**src/rtl/core_pkg.sv**
```systemverilog
`default_nettype none
// ============================================================================
// Module      : core_pkg
// Description : Shared types and constants for the LEGv8 pipeline front end.
// Revision    : 1.0 - initial release
// ============================================================================
package core_pkg;

    localparam int unsigned PC_W = 64;

    localparam logic [31:0] NOP_INSTR = 32'h0;

    // Opcode field of the instruction word, consumed by the main decoder
    localparam int unsigned OP_MSB = 31;
    localparam int unsigned OP_LSB = 21;

    typedef struct packed {
        logic [PC_W-1:0] pc;
        logic [31:0]     instr;
        logic            valid;
    } if_id_t;

endpackage : core_pkg
`default_nettype wire

```
**src/rtl/imem.sv**
```systemverilog
`default_nettype none
// ============================================================================
// Module      : imem
// Description : Combinational instruction ROM; unlisted words read as zero.
// Revision    : 1.0 - initial release
// ============================================================================
module imem
    import core_pkg::*;
#(
    parameter int unsigned IMEM_WORDS = 64,
    parameter int unsigned AW         = $clog2(IMEM_WORDS)
) (
    input  logic [AW-1:0] addr,
    output logic [31:0]   rdata
);

    localparam int unsigned c_INIT_WORDS = 16;
    localparam logic [31:0] c_INIT [c_INIT_WORDS] = '{
        32'hF8400000, 32'hF8000000, 32'h8B000000, 32'hB4000000,
        32'hCB010000, 32'h91000421, 32'hAA020020, 32'h8A030040,
        32'hD2800101, 32'hF8408002, 32'hB5000060, 32'h17FFFFFF,
        32'h8B020023, 32'hCB030044, 32'hF8010005, 32'hD503201F
    };

    logic [31:0] w_rom [IMEM_WORDS];

    for (genvar i = 0; i < IMEM_WORDS; i++) begin : g_rom
        if (i < c_INIT_WORDS) begin : g_init
            assign w_rom[i] = c_INIT[i];
        end else begin : g_zero
            assign w_rom[i] = NOP_INSTR;
        end
    end

    assign rdata = w_rom[addr];

endmodule : imem
`default_nettype wire

```
**src/rtl/fetch_stage.sv**
```systemverilog
`default_nettype none
// ============================================================================
// Module      : fetch_stage
// Description : IF stage - PC register, ROM fetch and IF/ID pipeline register
//               with load-use stall and taken-branch flush.
// Revision    : 1.0 - initial release
// ============================================================================
module fetch_stage
    import core_pkg::*;
#(
    parameter int unsigned N          = 64,
    parameter int unsigned IMEM_WORDS = 64
) (
    input  logic         clk,
    input  logic         reset_n,
    input  logic         Stall,
    input  logic         PCSrc,
    input  logic [N-1:0] PCBranch,
    output logic [N-1:0] IF_ID_pc,
    output logic [31:0]  IF_ID_instr,
    output logic         IF_ID_valid
);

    localparam int unsigned c_AW = $clog2(IMEM_WORDS);

    logic [N-1:0]    r_pc;
    logic [N-1:0]    r_if_pc;
    logic [31:0]     r_if_instr;
    logic            r_if_valid;

    logic [c_AW-1:0] w_idx;
    logic [31:0]     w_rom_data;
    logic            w_oob;
    logic [31:0]     w_fetched;
    logic [1:0]      w_unused_branch_lsbs;

    assign w_idx = r_pc[c_AW+1:2];
    // Addresses beyond the ROM fetch a NOP instead of aliasing into it
    assign w_oob = |r_pc[N-1:c_AW+2];
    assign w_fetched = w_oob ? NOP_INSTR : w_rom_data;
    assign w_unused_branch_lsbs = PCBranch[1:0];

    imem #(
        .IMEM_WORDS (IMEM_WORDS),
        .AW         (c_AW)
    ) u_imem (
        .addr  (w_idx),
        .rdata (w_rom_data)
    );

    always_ff @(posedge clk or negedge reset_n) begin
        if (!reset_n) begin
            r_pc       <= '0;
            r_if_pc    <= '0;
            r_if_instr <= NOP_INSTR;
            r_if_valid <= 1'b0;
        end else if (PCSrc) begin
            // Redirect wins over a stall so a taken branch is never lost
            r_pc       <= {PCBranch[N-1:2], 2'b00};
            r_if_pc    <= '0;
            r_if_instr <= NOP_INSTR;
            r_if_valid <= 1'b0;
        end else if (!Stall) begin
            r_pc       <= r_pc + N'(4);
            r_if_pc    <= r_pc;
            r_if_instr <= w_fetched;
            r_if_valid <= 1'b1;
        end
    end

    assign IF_ID_pc    = r_if_pc;
    assign IF_ID_instr = r_if_instr;
    assign IF_ID_valid = r_if_valid;

endmodule : fetch_stage
`default_nettype wire

```
**config.mk**
```make
export PLATFORM = sky130hd
export DESIGN_NAME = fetch_stage
export DESIGN_NICKNAME = d
export VERILOG_FILES = /design/src/rtl/core_pkg.sv /design/src/rtl/imem.sv /design/src/rtl/fetch_stage.sv
export SDC_FILE = /design/constraint.sdc
export NUM_CORES = 1
export LEC_CHECK = 0
export BUFFER_PORTS_ARGS = -buffer_cell sky130_fd_sc_hd__buf_2
export CAP_MARGIN = 20
export CORE_UTILIZATION = 50
export DETAILED_ROUTE_END_ITERATION = 8
export PLACE_DENSITY_LB_ADDON = 0.08
export SETUP_SLACK_MARGIN = 0.4
export SYNTH_ARGS = -nofsm -noshare
export SYNTH_HDL_FRONTEND = slang
export SYNTH_SLANG_ARGS = --single-unit
export TNS_END_PERCENT = 10
```
**constraint.sdc**
```tcl
create_clock -name clk -period 2.91 [get_ports clk]
set_input_delay 0.1455 -clock clk [delete_from_list [all_inputs] [get_ports clk]]
set_output_delay 0.1455 -clock clk [all_outputs]
set_load 0.02 [all_outputs]
```
======== After elaboration in Yosys (flattened, before gate mapping) ========
Memories as Yosys holds them, arrays and structs flattened.
Cells that the tools add are included.
operators by class
  add/subtract/negate cells ............... 1
  order comparisons ....................... 1
  eq/ne operators ......................... 1
  bitwise operators ....................... 1
  reductions and logical operators ........ 1
  mux-type cells .......................... 11
operator list
  cell                                            count
  2-to-1 mux 64 bit                               4
  2-to-1 mux 32 bit                               5
  adder 64 x 3 -> 64 bit (second input constant)  1
  OR reduction 56 bit                             1
  >= comparator 7 bit (second input constant)     1
  inverter 6 -> 7 bit                             1
  2-to-1 mux 1 bit                                2
  != test 2 x 1 -> 1 bit (second input constant)  1
word-level totals
  bits in read-only memories .............. 2048
  register bits ........................... 161
  memories ................................ 1
  word-level logic and storage cells ...... 21
memory list
  memory           words  width  read ports  clocked after Yosys merged registers in  wr ports  line        RTL
  (no name shown)  64     32     1           0                                        0         imem.sv:35  assign rdata = w_rom[addr];

======== Logic depth before layout (Yosys ltp) ========
Gate-level depths: netlist (run 1).
  depth in word-level cells ............... 7
  mapped depth ............................ 8

======== Hierarchy ========
Synthesis (run 1) repeated with hierarchy kept, for this count alone.
second synthesis, totals
  cell total of the unflattened synthesis .. 838
  area, all modules ....................... 8284.2 um^2
by module, submodules not included
  module       cells each  sequential area each (um^2)  area each (um^2)  times used
  fetch_stage  747         3953.8                       7586.0            1
  imem         91          0.0                          698.2             1

======== Worst setup path before layout (run 1) ========
Ideal clock, no wire load.
  path kind ............................... reg-to-reg
  start point ............................. reg r_pc[2]
  end point ............................... reg r_pc[48]
  path buffers ............................ 0
  stages on the path, launching flop included .. 7
  setup time .............................. 0.083 ns
  setup slack ............................. 0.537 ns
  data arrival time ....................... 2.291 ns
  period minus slack after synthesis ...... 2.373 ns
  cell sequence ........................... dfrtp_1 -> ha_1 -> nand3_1 -> or4_1 -> or4b_1 -> xor2_1 -> o21ai_0
on the way
  word-level cells in the longest chain between the ends .. 3
RTL lines
  what                    line               RTL
  from (decl)             fetch_stage.sv:26  logic [N-1:0] r_pc;
  from (signal assigned)  fetch_stage.sv:59  r_pc <= {PCBranch[N-1:2], 2'b00};
  from (signal assigned)  fetch_stage.sv:64  r_pc <= r_pc + N'(4);
  adder 64 x 3 -> 64 bit  fetch_stage.sv:64
  2-to-1 mux 64 bit       fetch_stage.sv:63  end else if (!Stall) begin
  2-to-1 mux 64 bit       fetch_stage.sv:57  end else if (PCSrc) begin
Every way passes these cells. The select of a mux whose other input is x is not followed.
A chain may end at the register's enable or synchronous reset.

======== Worst setup path after layout (run 1) ========
Same ends and word-level chain as after synthesis.

==> flow_metrics.env, run 1 <==
export IMPL_insertion_delay_ps=430
export IMPL_num_vias=6952
export IMPL_fp_row_count=45
export IMPL_drive_gt1_share_pct=22.87
export IMPL_final_nets=1088
export IMPL_die_x_um=126.7
export IMPL_wl_per_cell_um=17.47
export IMPL_critPathTopFamily="simple AND/OR/NAND/NOR gates"
export IMPL_final_period_utilization_pct=82.90
export IMPL_critPathRequiredTime_ps=3260
export IMPL_portBuffers=162
export IMPL_gr_usage_all_layers_pct=27.58
export IMPL_cts_sinks=147
export IMPL_synth_avg_cell_area_um2=9.575
export IMPL_path_class="flop to flop"
export IMPL_crit_buf_inv=0
export IMPL_h_tree_depth=4
export IMPL_endpoint_kind="flop"
export IMPL_slowest_stage="or4_1"
export IMPL_period_minus_slack_ps=2412
export IMPL_die_area_um2=16050
export IMPL_core_um2=15200
export IMPL_syn_area_um2=7775
export IMPL_setup_violations_final=0
export IMPL_worstPathMaxFanout=9
export IMPL_cts_root_buf="clkbuf_16"
export IMPL_ys_ff_latch=147
export IMPL_postSynth_asyncResetShare_pct=100.0
export IMPL_ys_types=51
export IMPL_relSlewSlack_pct=50.89
export IMPL_drt_wl_total_um=21160
export IMPL_holdWs_ps=14.71
export IMPL_synth_edf_count=0
export IMPL_grt_pass1_wl_um=34590
export IMPL_rsz0062_at_grt="yes"
export IMPL_slowest_delay_ps=650
export IMPL_gr_total_overflow=0
export IMPL_gp_congestion=0.8667
export IMPL_hpwlAfterDp_um=14500
export IMPL_finalPower_mw=5.701
export IMPL_area_growth_pct=28.44
export IMPL_synth_ff_type="dfrtp_1"
export IMPL_grt_pass1_vias=6728
export IMPL_post_cts_buffers=0
export IMPL_fin_area_um2=9986
export IMPL_yosysWarnings=0
export IMPL_drt_initial_drc_count=527
export IMPL_diodes=0
export IMPL_clock_fmax_mhz=414.6
export IMPL_cts_made_buffers=17
export IMPL_hold_path_class="input port to flop"
export IMPL_ant_nets=0
export IMPL_drcViolationCount=0
export IMPL_finalHoldViolCount=0
export IMPL_synth_cells=812
export IMPL_start_util_pct=51.14
export IMPL_setup_tns_ps=0
export IMPL_skew_ps=10.51
export IMPL_reg2reg_setup_slack_ps=500
export IMPL_cp_data_arrival_time_ps=2760
export IMPL_grt_max_degree=75
export IMPL_antenna_found_initial=0
export IMPL_syn_nets=890
export IMPL_path_clk_slew_ps=60
export IMPL_io_pins=165
export IMPL_p_leak_nw=4.743
export IMPL_powerDensity_nw_per_um2=570.9
export IMPL_peakVddDrop_uv=430.0
export IMPL_status="finished clean"
export IMPL_synth_seq_area_share_pct=47.31
export IMPL_startpoint_type="flop"
export IMPL_cts_max_path_buffers=2
export IMPL_utilization_pct=65.69
export IMPL_die_y_um=126.7
export IMPL_vias_per_cell=5.741
export IMPL_cts_tree="done"
export IMPL_maxCapViolCount=0
export IMPL_worst_pin_slew_ps=736.7
export IMPL_place_area_um2=8731
export IMPL_crit_chain="ha_1 -> nand3_1 -> or4_1 -> or4b_1 -> xor2_1 -> o21ai_0"
export IMPL_slew_violations=0
export IMPL_dr_pass1_iters=5
per-stage QoR:
stage	setup WS, ps	cells
after floorplan	536.6	812
after global placement	458.6	1120
after detailed placement	419.2	1120
after CTS	416.5	1211
after global routing	329.1	1211
final	497.7	1211
flip-flops by register name, summed over array words and instances, names as in the netlist:
name         cells
IF_ID_instr     21
IF_ID_pc        63
IF_ID_valid      1
r_pc            62
tightest hold or removal path, stage by stage:
cell and delay, ps:
buf_2 90, nor2_1 40, a31oi_1 130
cell type report:
| type | instances | area, um2 |
|---|---|---|
| flip-flops and latches | 147 | 3680 |
| inverters | 12 | 45.04 |
| fillers | 1260 | 5216 |
| clock buffers | 24 | 511.7 |
| well taps | 188 | 235.2 |
| clock inverters | 8 | 145.1 |
| multi-input cells | 584 | 3741 |
| repair buffers | 248 | 1628 |
cells in the final DEF (no fill, tap or decap), types with 5 or more instances in the layout:
cell and instances:
buf_4 28, o21ai_0 50, nor2_1 84, a21oi_1 10, a221o_1 5, dfrtp_1 146
xor2_1 17, nor4_1 34, nand2b_1 7, dlygate4sd3_1 59, a31oi_1 13, and2_1 9
nand2_1 75, ha_1 10, a22o_1 18, nor3_1 15, a32o_1 5, nor2b_1 15
nand4_1 34, or3_1 11, and4_1 5, buf_2 159, a22oi_1 6, nand3_1 28
inv_1 10, and3_1 10, mux2i_1 69, xnor2_1 19, clkbuf_8 6, clkbuf_16 17
report_power, final:
group / leakage, nW / total [mW] / switching, mW / internal [mW]
Clock: 0.318 / 2.42 / 0.854 / 1.57
Sequential: 1.87 / 2.40 / 0.210 / 2.19
Combinational: 2.55 / 0.877 / 0.498 / 0.378
Total: 4.74 / 5.70 / 1.56 / 4.14
repair_timing:
action / CTS / global route
endpoints found under the setup margin: 0 / 7
gates resized for setup: 0 / 2
hold endpoints to repair: 118 / 0
hold buffers: 59 / 0
cells by family (layout without fill, tap and decap cells):
kind of cell	Yosys count	in the layout	synth area share, %
compound gates	115	115	9.640
xor+xnor	36	36	4.055
fa+ha+maj	10	10	1.609
buf+inv	81	292	4.651
flops	147	147	47.31
mux	73	73	9.462
simple gates	350	350	23.27
path summary, 6_finish.rpt:
kind,startpoint,end,cells past startpoint
min in group asynchronous,reset_n,IF_ID_instr[16]$_DFFE_PN0N_,2
max reg2reg,r_pc[2]$_DFFE_PN0N_,r_pc[48]$_DFFE_PN0N_,6
max in group asynchronous,reset_n,IF_ID_pc[14]$_DFFE_PN0N_,3
min,PCBranch[36],r_pc[36]$_DFFE_PN0N_,3
min reg2reg,IF_ID_instr[30]$_DFFE_PN0N_,IF_ID_instr[30]$_DFFE_PN0N_,1
max,r_pc[2]$_DFFE_PN0N_,r_pc[48]$_DFFE_PN0N_,6
cells in the mapped netlist, types with 15 or more instances:
| library cell | number | area [um2] |
|---|---|---|
| nor2_1 | 84 | 315.3 |
| xnor2_1 | 19 | 166.4 |
| xor2_1 | 17 | 148.9 |
| dfrtp_1 | 147 | 3679 |
| clkbuf_1 | 34 | 127.6 |
| nand2_1 | 75 | 281.5 |
| o21ai_0 | 50 | 250.2 |
| nor4_1 | 35 | 219.0 |
| nor2b_1 | 15 | 93.84 |
| mux2i_1 | 69 | 690.7 |
| a22o_1 | 18 | 157.7 |
| nor3_1 | 15 | 75.07 |
| nand4_1 | 34 | 212.7 |
| nand3_1 | 28 | 140.1 |
metal layers:
layer  global-route usage, %  vias up  part of all wire (%)
met4                   8.543        0                   1.4
met5                       0        -                     0
met2                   45.04      193                    48
li1                        -     3316                     -
met3                   4.386       24                   4.3
met1                   37.94     3419                    46
Power figures use the tool's default switching activity.
==> inputs of run 2 (changes only) <==
==> constraint.sdc (replaced) <==
create_clock -name clk -period 1.95 [get_ports clk]
set_input_delay 0.0975 -clock clk [delete_from_list [all_inputs] [get_ports clk]]
set_output_delay 0.0975 -clock clk [all_outputs]
set_load 0.02 [all_outputs]
==> run 2 against run 1 <==
The flow now finishes with violations (negative setup slack). Worst hold slack improved by 13 ps. Global-route usage up 2.2 points. Clock skew grew 4.1 ps. Die area stayed put. Sequential power up 46%. Clock power rose by 41%. Count of clock-buffer cells in the layout unchanged. Sequential share of layout area decreased by 4.1 points. Combinational power rose by 98%. Sequential cell count unchanged. Critical path depth down 1. Power is 52% higher. Largest cell class unchanged. Largest power group is now sequential cells.
==> flow_metrics.env, run 2 (synthesis gave the netlist of run 1 again) <==
export IMPL_antenna_found_initial=0
export IMPL_finalHoldViolCount=0
export IMPL_rsz0062_at_grt="yes"
export IMPL_path_clk_slew_ps=60
export IMPL_status="finished, violations left"
export IMPL_gr_usage_all_layers_pct=29.77
export IMPL_seq_area_um2=3687
export IMPL_gp_congestion=0.8657
export IMPL_clock_fmax_mhz=481.2
export IMPL_die_area_um2=16050
export IMPL_violations="negative setup slack"
export IMPL_finalPower_mw=8.657
export IMPL_setup_tns_ps=-1178
export IMPL_final_period_utilization_pct=106.6
export IMPL_grt_pass1_wl_um=37290
export IMPL_critPathRequiredTime_ps=2290
export IMPL_cts_max_path_buffers=2
export IMPL_fp_row_count=45
export IMPL_ant_nets=0
export IMPL_startpoint_type="flop"
export IMPL_drcViolationCount=0
export IMPL_io_pins=165
export IMPL_slowest_delay_ps=520
export IMPL_die_x_um=126.7
export IMPL_h_tree_depth=4
export IMPL_p_leak_nw=5.418
export IMPL_wl_per_cell_um=17.77
export IMPL_start_util_pct=51.14
export IMPL_peakVddDrop_uv=605.5
export IMPL_area_growth_pct=45.00
export IMPL_largest_reg_flops=63
export IMPL_powerDensity_nw_per_um2=767.9
export IMPL_worst_pin_slew_ps=595.2
export IMPL_vias_per_cell=5.707
export IMPL_final_cell_mix="buf_2, dfrtp_1, buf_4"
export IMPL_reg2regPathDepth=5
export IMPL_whs_path_depth=3
export IMPL_num_vias=7550
export IMPL_grt_max_degree=130
export IMPL_core_um2=15200
export IMPL_cts_tree="done"
export IMPL_hold_path_class="input port to flop"
export IMPL_worstPathMaxFanout=4
export IMPL_drt_wl_total_um=23510
export IMPL_cts_made_buffers=17
export IMPL_relSlewSlack_pct=60.08
export IMPL_setup_violations_final=29
export IMPL_dr_pass1_iters=5
export IMPL_maxCapViolCount=0
export IMPL_fill_cells=1078
export IMPL_slew_violations=0
export IMPL_hpwlAfterDp_um=15890
export IMPL_final_common_cell="buf_2"
export IMPL_diodes=0
export IMPL_cts_sinks=147
export IMPL_drt_initial_drc_count=614
export IMPL_drive_gt1_share_pct=34.89
export IMPL_cp_data_arrival_time_ps=2420
export IMPL_multi_input_area_um2=4108
export IMPL_slowest_stage="or4b_4"
export IMPL_finalWorstSetupSlack_ps=-128.2
export IMPL_path_class="flop to flop"
export IMPL_crit_chain="nand4_1 -> or4_4 -> or4b_4 -> xor2_1 -> o21ai_1"
export IMPL_die_y_um=126.7
export IMPL_portBuffers=162
export IMPL_period_minus_slack_ps=2078
export IMPL_endpoint_kind="flop"
export IMPL_skew_ps=14.60
export IMPL_grt_pass1_vias=7483
export IMPL_final_nets=1200
export IMPL_insertion_delay_ps=430
export IMPL_cts_root_buf="clkbuf_16"
export IMPL_gr_total_overflow=0
run 2: cell types whose count changed in the layout (fill, tap and decap cells not counted), sizes merged:
cell | before | now
buf | 189 | 298
or4 | 4 | 5
bufinv | 4 | 3
clkinv | 3 | 4
clkbuf | 24 | 25
dlygate4sd3 | 59 | 60
run 2: layer usage:
layer  vias up  routed length, um  track usage [%]
li1       3530                  -                -
met1      3679               9963            37.91
met2       282              11780            50.31
met3        59               1163            5.188
met4         0                606            12.54
met5         -                  0                0
run 2: power breakdown:
group / internal, mW / switching (mW)
registers: 3.27 / 0.227
clock network: 2.15 / 1.27
logic: 0.792 / 0.951
total: 6.21 / 2.44
run 2: layout make-up:
| cell class | instances | area share, % |
|---|---|---|
| multi-input combinational | 585 | 36.44 |
| sequential | 147 | 32.71 |
| timing repair buffer | 359 | 22.89 |
| clock buffer | 24 | 4.362 |
| tap | 188 | 2.087 |
| clock inverter | 8 | 1.099 |
| inverter | 12 | 0.4218 |
run 2: worst max-delay path, delay by kind of cell, from the launching register on:
family / cells / cell delay, ps
and+or+nand+nor: 3 / 1280
DFF: 1 / 430
xor gates and xnor gates: 1 / 150
AOI/OAI and AO/OA: 1 / 120
run 2: worst paths after layout:
kind	start	endpoint	slack, ps
hold reg to reg	IF_ID_instr[28]$_DFFE_PN0N_	IF_ID_instr[28]$_DFFE_PN0N_	500
setup / recovery	r_pc[9]$_DFFE_PN0N_	r_pc[48]$_DFFE_PN0N_	-130
setup reg to reg	r_pc[9]$_DFFE_PN0N_	r_pc[48]$_DFFE_PN0N_	-130
hold / removal	PCBranch[61]	r_pc[61]$_DFFE_PN0N_	30
max in group asynchronous	reset_n	r_pc[19]$_DFFE_PN0N_	1190
min in group asynchronous	reset_n	IF_ID_instr[16]$_DFFE_PN0N_	160
run 2: stage by stage:
step / utilization [%] / hold slack [ps] / worst slack [ps] / area, um2 / std cells
3_3_place_gp: 62.91 / 42.54 / -252.0 / 9564 / 1213
3_5_place_dp: 62.91 / 43.44 / -208.7 / 9564 / 1213
4_1_cts: 72.19 / 12.08 / -95.72 / 10970 / 1312
5_1_grt: 74.16 / 11.45 / -202.5 / 11270 / 1323
6_report: 74.16 / 27.74 / -128.2 / 11270 / 1323
2_1_floorplan: - / -198.1 / -218.2 / 7904 / 812
run 2: timing repair:
action / CTS / global route
pin swaps: 33 / 27
hold buffers: 60 / 0
hold endpoints to repair: 183 / 0
gates cloned: 1 / 1
setup buffers: 6 / 10
endpoints found under the setup margin: 76 / 78
gates resized for setup: 32 / 44
